--- src/rtl/alb_pkg.sv ---
// Shared opcode encoding and flag bundle for the ALU pipeline (alb_core, alb_pipe).
package alb_pkg;

  typedef enum logic [1:0] {
    OP_OR     = 2'b00,
    OP_ADD    = 2'b01,
    OP_ANDNOT = 2'b10,
    OP_SUB    = 2'b11
  } alb_op_e;

  typedef struct packed {
    logic co;
    logic vo;
    logic no;
    logic zo;
  } alb_flags_t;

  // Flag state shown while the output stage is empty after reset.
  localparam alb_flags_t FLAGS_RESET = '{co: 1'b0, vo: 1'b0, no: 1'b0, zo: 1'b1};

endpackage

--- src/rtl/alb_core.sv ---
// Combinational ALU: OR / ADD / ANDNOT / SUB with carry, overflow, negative, zero flags.
// Build option ALB_SAT_EN clamps overflowing ADD/SUB results to the signed limits.
module alb_core
  import alb_pkg::*;
#(
  parameter int WIDTH = 8
) (
  input  logic [WIDTH-1:0] r,
  input  logic [WIDTH-1:0] s,
  input  logic             ci,
  input  alb_op_e          op,
  output logic [WIDTH-1:0] f,
  output alb_flags_t       flags
);

  logic                    arith;
  logic                    ovf;
  logic [WIDTH-1:0]        s_eff;
  logic [WIDTH:0]          sum;
  logic signed [WIDTH-1:0] raw;

`ifdef ALB_SAT_EN
  // On overflow both operands share a sign, and that sign is the sign of the true result.
  function automatic logic signed [WIDTH-1:0] saturate(
    input logic signed [WIDTH-1:0] val,
    input logic                    overflow,
    input logic                    neg
  );
    if (!overflow) return val;
    return neg ? {1'b1, {(WIDTH-1){1'b0}}} : {1'b0, {(WIDTH-1){1'b1}}};
  endfunction
`endif

  always_comb begin
    arith = (op == OP_ADD) || (op == OP_SUB);
    s_eff = (op == OP_SUB) ? ~s : s;
    sum   = {1'b0, r} + {1'b0, s_eff} + {{WIDTH{1'b0}}, ci};
    raw   = $signed(sum[WIDTH-1:0]);
    ovf   = arith && (r[WIDTH-1] == s_eff[WIDTH-1]) && (raw[WIDTH-1] != r[WIDTH-1]);

    case (op)
      OP_OR:     f = r | s;
      OP_ANDNOT: f = ~r & s;
`ifdef ALB_SAT_EN
      default:   f = saturate(raw, ovf, r[WIDTH-1]);
`else
      default:   f = raw;
`endif
    endcase

    flags.co = arith & sum[WIDTH];
    flags.vo = ovf;
    flags.no = f[WIDTH-1];
    flags.zo = (f == '0);
  end

endmodule

--- src/rtl/alb_pipe.sv ---
// Two-stage valid/ready ALU pipeline with an accumulator fed back as the R operand.
// Build option ALB_SAT_EN (handled in alb_core) selects saturating ADD/SUB.
module alb_pipe
  import alb_pkg::*;
#(
  parameter int               WIDTH     = 8,
  parameter logic [WIDTH-1:0] ACC_RESET = '0
) (
  input  logic             clk,
  input  logic             reset,
  input  logic             in_valid,
  output logic             in_ready,
  input  logic [WIDTH-1:0] R_in,
  input  logic [WIDTH-1:0] S_in,
  input  logic             CI,
  input  logic [1:0]       I,
  input  logic             ACC_SEL,
  output logic             out_valid,
  input  logic             out_ready,
  output logic [WIDTH-1:0] F_ALB,
  output logic             CO,
  output logic             VO,
  output logic             NO,
  output logic             ZO,
  output logic [WIDTH-1:0] ACC
);

  logic             accept;
  logic             load_p2;

  logic             vld_p1;
  logic [WIDTH-1:0] r_p1;
  logic [WIDTH-1:0] s_p1;
  logic             ci_p1;
  alb_op_e          op_p1;
  logic             acc_sel_p1;

  logic [WIDTH-1:0] r_core;
  logic [WIDTH-1:0] f_core;
  alb_flags_t       flags_core;

  logic             vld_p2;
  logic [WIDTH-1:0] f_p2;
  alb_flags_t       flags_p2;
  logic [WIDTH-1:0] acc_p2;

  // S2 accepts whenever it is empty or its current result leaves this cycle.
  assign load_p2  = vld_p1 && (!vld_p2 || out_ready);
  assign in_ready = !vld_p1 || load_p2;
  assign accept   = in_valid && in_ready;

  // ---- S1: capture operands at accept ----
  always_ff @(posedge clk or posedge reset) begin
    if (reset) begin
      vld_p1 <= 1'b0;
    end else if (accept) begin
      vld_p1 <= 1'b1;
    end else if (load_p2) begin
      vld_p1 <= 1'b0;
    end
  end

  always_ff @(posedge clk) begin
    if (accept) begin
      r_p1       <= R_in;
      s_p1       <= S_in;
      ci_p1      <= CI;
      op_p1      <= alb_op_e'(I);
      acc_sel_p1 <= ACC_SEL;
    end
  end

  // ---- S1 -> S2: compute, accumulator read at the transfer edge ----
  // ACC is written by every S2 load, so a chained op in S1 always sees its predecessor.
  assign r_core = acc_sel_p1 ? acc_p2 : r_p1;

  alb_core #(
    .WIDTH(WIDTH)
  ) u_core (
    .r     (r_core),
    .s     (s_p1),
    .ci    (ci_p1),
    .op    (op_p1),
    .f     (f_core),
    .flags (flags_core)
  );

  // ---- S2: result, flags and accumulator ----
  always_ff @(posedge clk or posedge reset) begin
    if (reset) begin
      vld_p2   <= 1'b0;
      f_p2     <= '0;
      flags_p2 <= FLAGS_RESET;
      acc_p2   <= ACC_RESET;
    end else if (load_p2) begin
      vld_p2   <= 1'b1;
      f_p2     <= f_core;
      flags_p2 <= flags_core;
      acc_p2   <= f_core;
    end else if (out_ready) begin
      vld_p2   <= 1'b0;
    end
  end

  assign out_valid = vld_p2;
  assign F_ALB     = f_p2;
  assign CO        = flags_p2.co;
  assign VO        = flags_p2.vo;
  assign NO        = flags_p2.no;
  assign ZO        = flags_p2.zo;
  assign ACC       = acc_p2;

endmodule

--- config.mk ---
export PLATFORM = sky130hd
export DESIGN_NAME = alb_pipe
export DESIGN_NICKNAME = d
export VERILOG_FILES = /design/src/rtl/alb_pkg.sv /design/src/rtl/alb_core.sv /design/src/rtl/alb_pipe.sv
export SDC_FILE = /design/constraint.sdc
export NUM_CORES = 1
export LEC_CHECK = 0
export BUFFER_PORTS_ARGS = -buffer_cell sky130_fd_sc_hd__buf_2
export CORE_ASPECT_RATIO = 0.75
export CORE_UTILIZATION = 53
export DETAILED_ROUTE_END_ITERATION = 10
export GPL_ROUTABILITY_DRIVEN = 0
export PLACE_DENSITY = 0.89
export SETUP_SLACK_MARGIN = 0.15
export SLEW_MARGIN = 10
export SYNTH_ARGS = -nofsm -noshare
export SYNTH_HDL_FRONTEND = slang
export SYNTH_HIERARCHICAL = 1
export SYNTH_SLANG_ARGS = --single-unit
--- constraint.sdc ---
create_clock -name clk -period 5.6 [get_ports clk]
set_input_delay 0.84 -clock clk [delete_from_list [all_inputs] [get_ports clk]]
set_output_delay 0.84 -clock clk [all_outputs]
set_load 0.01 [all_outputs]
==> flow_metrics.env <==
export IMPL_fin_tns_setup_ns=0
export IMPL_drive_above_1_share_pct=39.6
export IMPL_final_seq_area_um2=952
export IMPL_postCtsSetupBuffers=0
export IMPL_power_static_leakage_nw=1.05
export IMPL_crit_path_end_kind="flip-flop"
export IMPL_power_mw=1.01
export IMPL_wl_per_cell_um=15.9
export IMPL_rsz0062_at_grt="no"
export IMPL_post_route_period_util_pct=66.0
export IMPL_tightest_slew_ns=0.936
export IMPL_holdBufCountCts=0
export IMPL_cts_buffer_depth=2
export IMPL_yosysWarnings=6
export IMPL_grt_total_usage_pct=22.4
export IMPL_area_growth_pct=12.7
export IMPL_synth_edf_count=20
export IMPL_clock_sinks=34
export IMPL_skew_ns=0.00403
export IMPL_place_hpwl_um=3200
export IMPL_grt_overflow_total=0
export IMPL_cts_tree="yes"
export IMPL_crit_fanout=21
export IMPL_status="completed"
export IMPL_port_buffers=45
export IMPL_fill_cells=315
export IMPL_hold_viol=0
export IMPL_drv_cap=0
export IMPL_ys_top_cells_by_count="20 x edfxtp_1, 14 x mux2_2, 13 x dfrtp_1"
export IMPL_cp_arrival_ns=3.93
export IMPL_ys_top_cells_by_area="edfxtp_1 28%, dfrtp_1 15%, mux2_2 7.4%, mux2_4 7.1%, ha_1 4.1%"
export IMPL_ys_ff_latch=34
export IMPL_post_route_util_pct=63.9
export IMPL_drt_total_wl_um=4190
export IMPL_yosysMostFrequentCell="edfxtp_1"
export IMPL_num_vias=1471
export IMPL_critPathRequiredTime_ns=5.83
export IMPL_drc=0
export IMPL_cts_max_level=2
export IMPL_antenna_cells=0
export IMPL_hold_slack_ns=0.516
export IMPL_antenna_found_initial=0
export IMPL_timing_worst_setup_path_type="reg2reg"
export IMPL_cts_clk_slew_worst_paths_ns=0.07
export IMPL_clk_latency_ns=0.30
export IMPL_powerDensity_nw_per_um2=419
export IMPL_finalSetupViolCount=0
export IMPL_synth_yosys_seq_area_share_pct=44.7
export IMPL_ir_worst_vdd_v=0.000186
export IMPL_cts_buffers=5
export IMPL_root_buffer="clkbuf_8"
export IMPL_maxSlewHeadroom_pct=37.6
export IMPL_synth_area_um2=2130
export IMPL_dr_first_iter_drc_count=65
export IMPL_ant_nets=0
export IMPL_synth_area_per_cell_um2=12.2
export IMPL_rows=19
export IMPL_yosys_area_top_type="edfxtp_1"
export IMPL_netlist_instances=174
export IMPL_start_kind="flip-flop"
export IMPL_synth_flop_cell="edfxtp_1"
export IMPL_synth_cell_types=54
export IMPL_grt_pass1_wl_um=6690
export IMPL_multi_input_area_um2=1020
export IMPL_dr_pass1_iters=4
export IMPL_cts_resized_gates=0
export IMPL_num_io_pins=46
export IMPL_design_die_area_um2=4280
export IMPL_die_x_um=75.2
export IMPL_clock_fmax_ghz=0.271
export IMPL_synth_fp_nets=207
export IMPL_synth_async_reset_ratio_pct=41.2
export IMPL_die_h_um=56.9
export IMPL_maxSlewViolCount=0
export IMPL_hp_class="reg2reg"
export IMPL_grt_pass1_vias=1328
export IMPL_vias_per_cell=5.57
export IMPL_start_util_pct=56.7
export IMPL_nNetsFinal=244
export IMPL_grt_max_degree=22
export IMPL_core_area_um2=3760
export IMPL_period_needed_ns=3.69
export IMPL_synth_top_area_share_pct=28.2
-- cell families (layout without fill, tap and decap cells) --
family,Yosys count,count (layout),share of synthesized area [%]
AOI/OAI and AO/OA,31,31,10.7
xor gates and xnor gates,8,8,3.29
adders and majority gates,9,9,5.99
buffers and inverters,26,64,7.34
DFF,34,34,44.7
muxes,28,28,16.3
and+or+nand+nor,38,38,11.6
-- layout by cell type (no fill, tap or decap), types with 3 or more instances in the layout --
master    count
xnor2_1       7
dfrtp_1      13
mux2_2       14
inv_1         9
mux2i_1       4
ha_1          7
buf_2        45
nand2_1       4
nor2b_1       4
nand2b_1      5
edfxtp_1     20
o211ai_1      3
mux2_4       10
clkbuf_8      6
o21ai_0       5
a21oi_1       4
nor2_1        3
-- final timing paths --
path / from / to / slack, ns / cells past startpoint
max in group asynchronous: reset / ZO / 4.70 / 2
min in group asynchronous: reset / F_ALB[0] / 0.55 / 2
max reg2reg: op_p1[0] / ZO / 1.91 / 10
min reg2reg: VO / VO / 0.52 / 1
min: VO / VO / 0.52 / 1
max: op_p1[0] / ZO / 1.91 / 10
-- per-layer routing --
layer,up-vias,GRT usage [%],wire (um)
li1,712,-,-
met5,-,0,0
met3,8,7.00,289
met1,699,31.3,2010
met2,52,31.4,1810
met4,0,10.3,80
-- flip-flops by register name, summed over array words and instances (netlist names) --
register    cells
ci_p1           1
NO              1
op_p1           2
out_valid       1
CO              1
vld_p1          1
ZO              1
s_p1            8
F_ALB           8
VO              1
r_p1            8
acc_sel_p1      1
-- per-stage QoR --
stage / area [um^2] / setup slack (ns) / cells
final: 2400 / 1.91 / 264
after global routing: 2400 / 1.69 / 264
after CTS: 2400 / 1.94 / 264
after detailed placement: 2300 / 1.96 / 256
after global placement: 2300 / 2.10 / 256
after floorplan: 2130 / 2.39 / 174
-- area by class of cell --
type	count	share of cell area, %
well taps	52	2.71
clock inverters	2	0.521
inverters	11	1.72
multi-input cells	114	42.5
repair buffers	45	9.38
clock buffers	6	3.44
flip-flops and latches	34	39.7
-- worst max-delay path: stages (launching register included) --
cell and delay (ns):
edfxtp_1 0.73, nand2_1 0.44, xor2_1 0.26, fa_1 0.44
fa_1 0.42, and2b_1 0.30, o311ai_2 0.12, and3_1 0.19
a311oi_1 0.35, nor4_2 0.09, mux2_4 0.28
-- power breakdown --
group / switching [mW] / leakage [nW] / internal, mW
combinational: 0.236 / 0.646 / 0.214
clock: 0.0958 / 0.0472 / 0.0988
sequential: 0.0445 / 0.354 / 0.317
No activity file was read; power rests on OpenSTA's default activity.
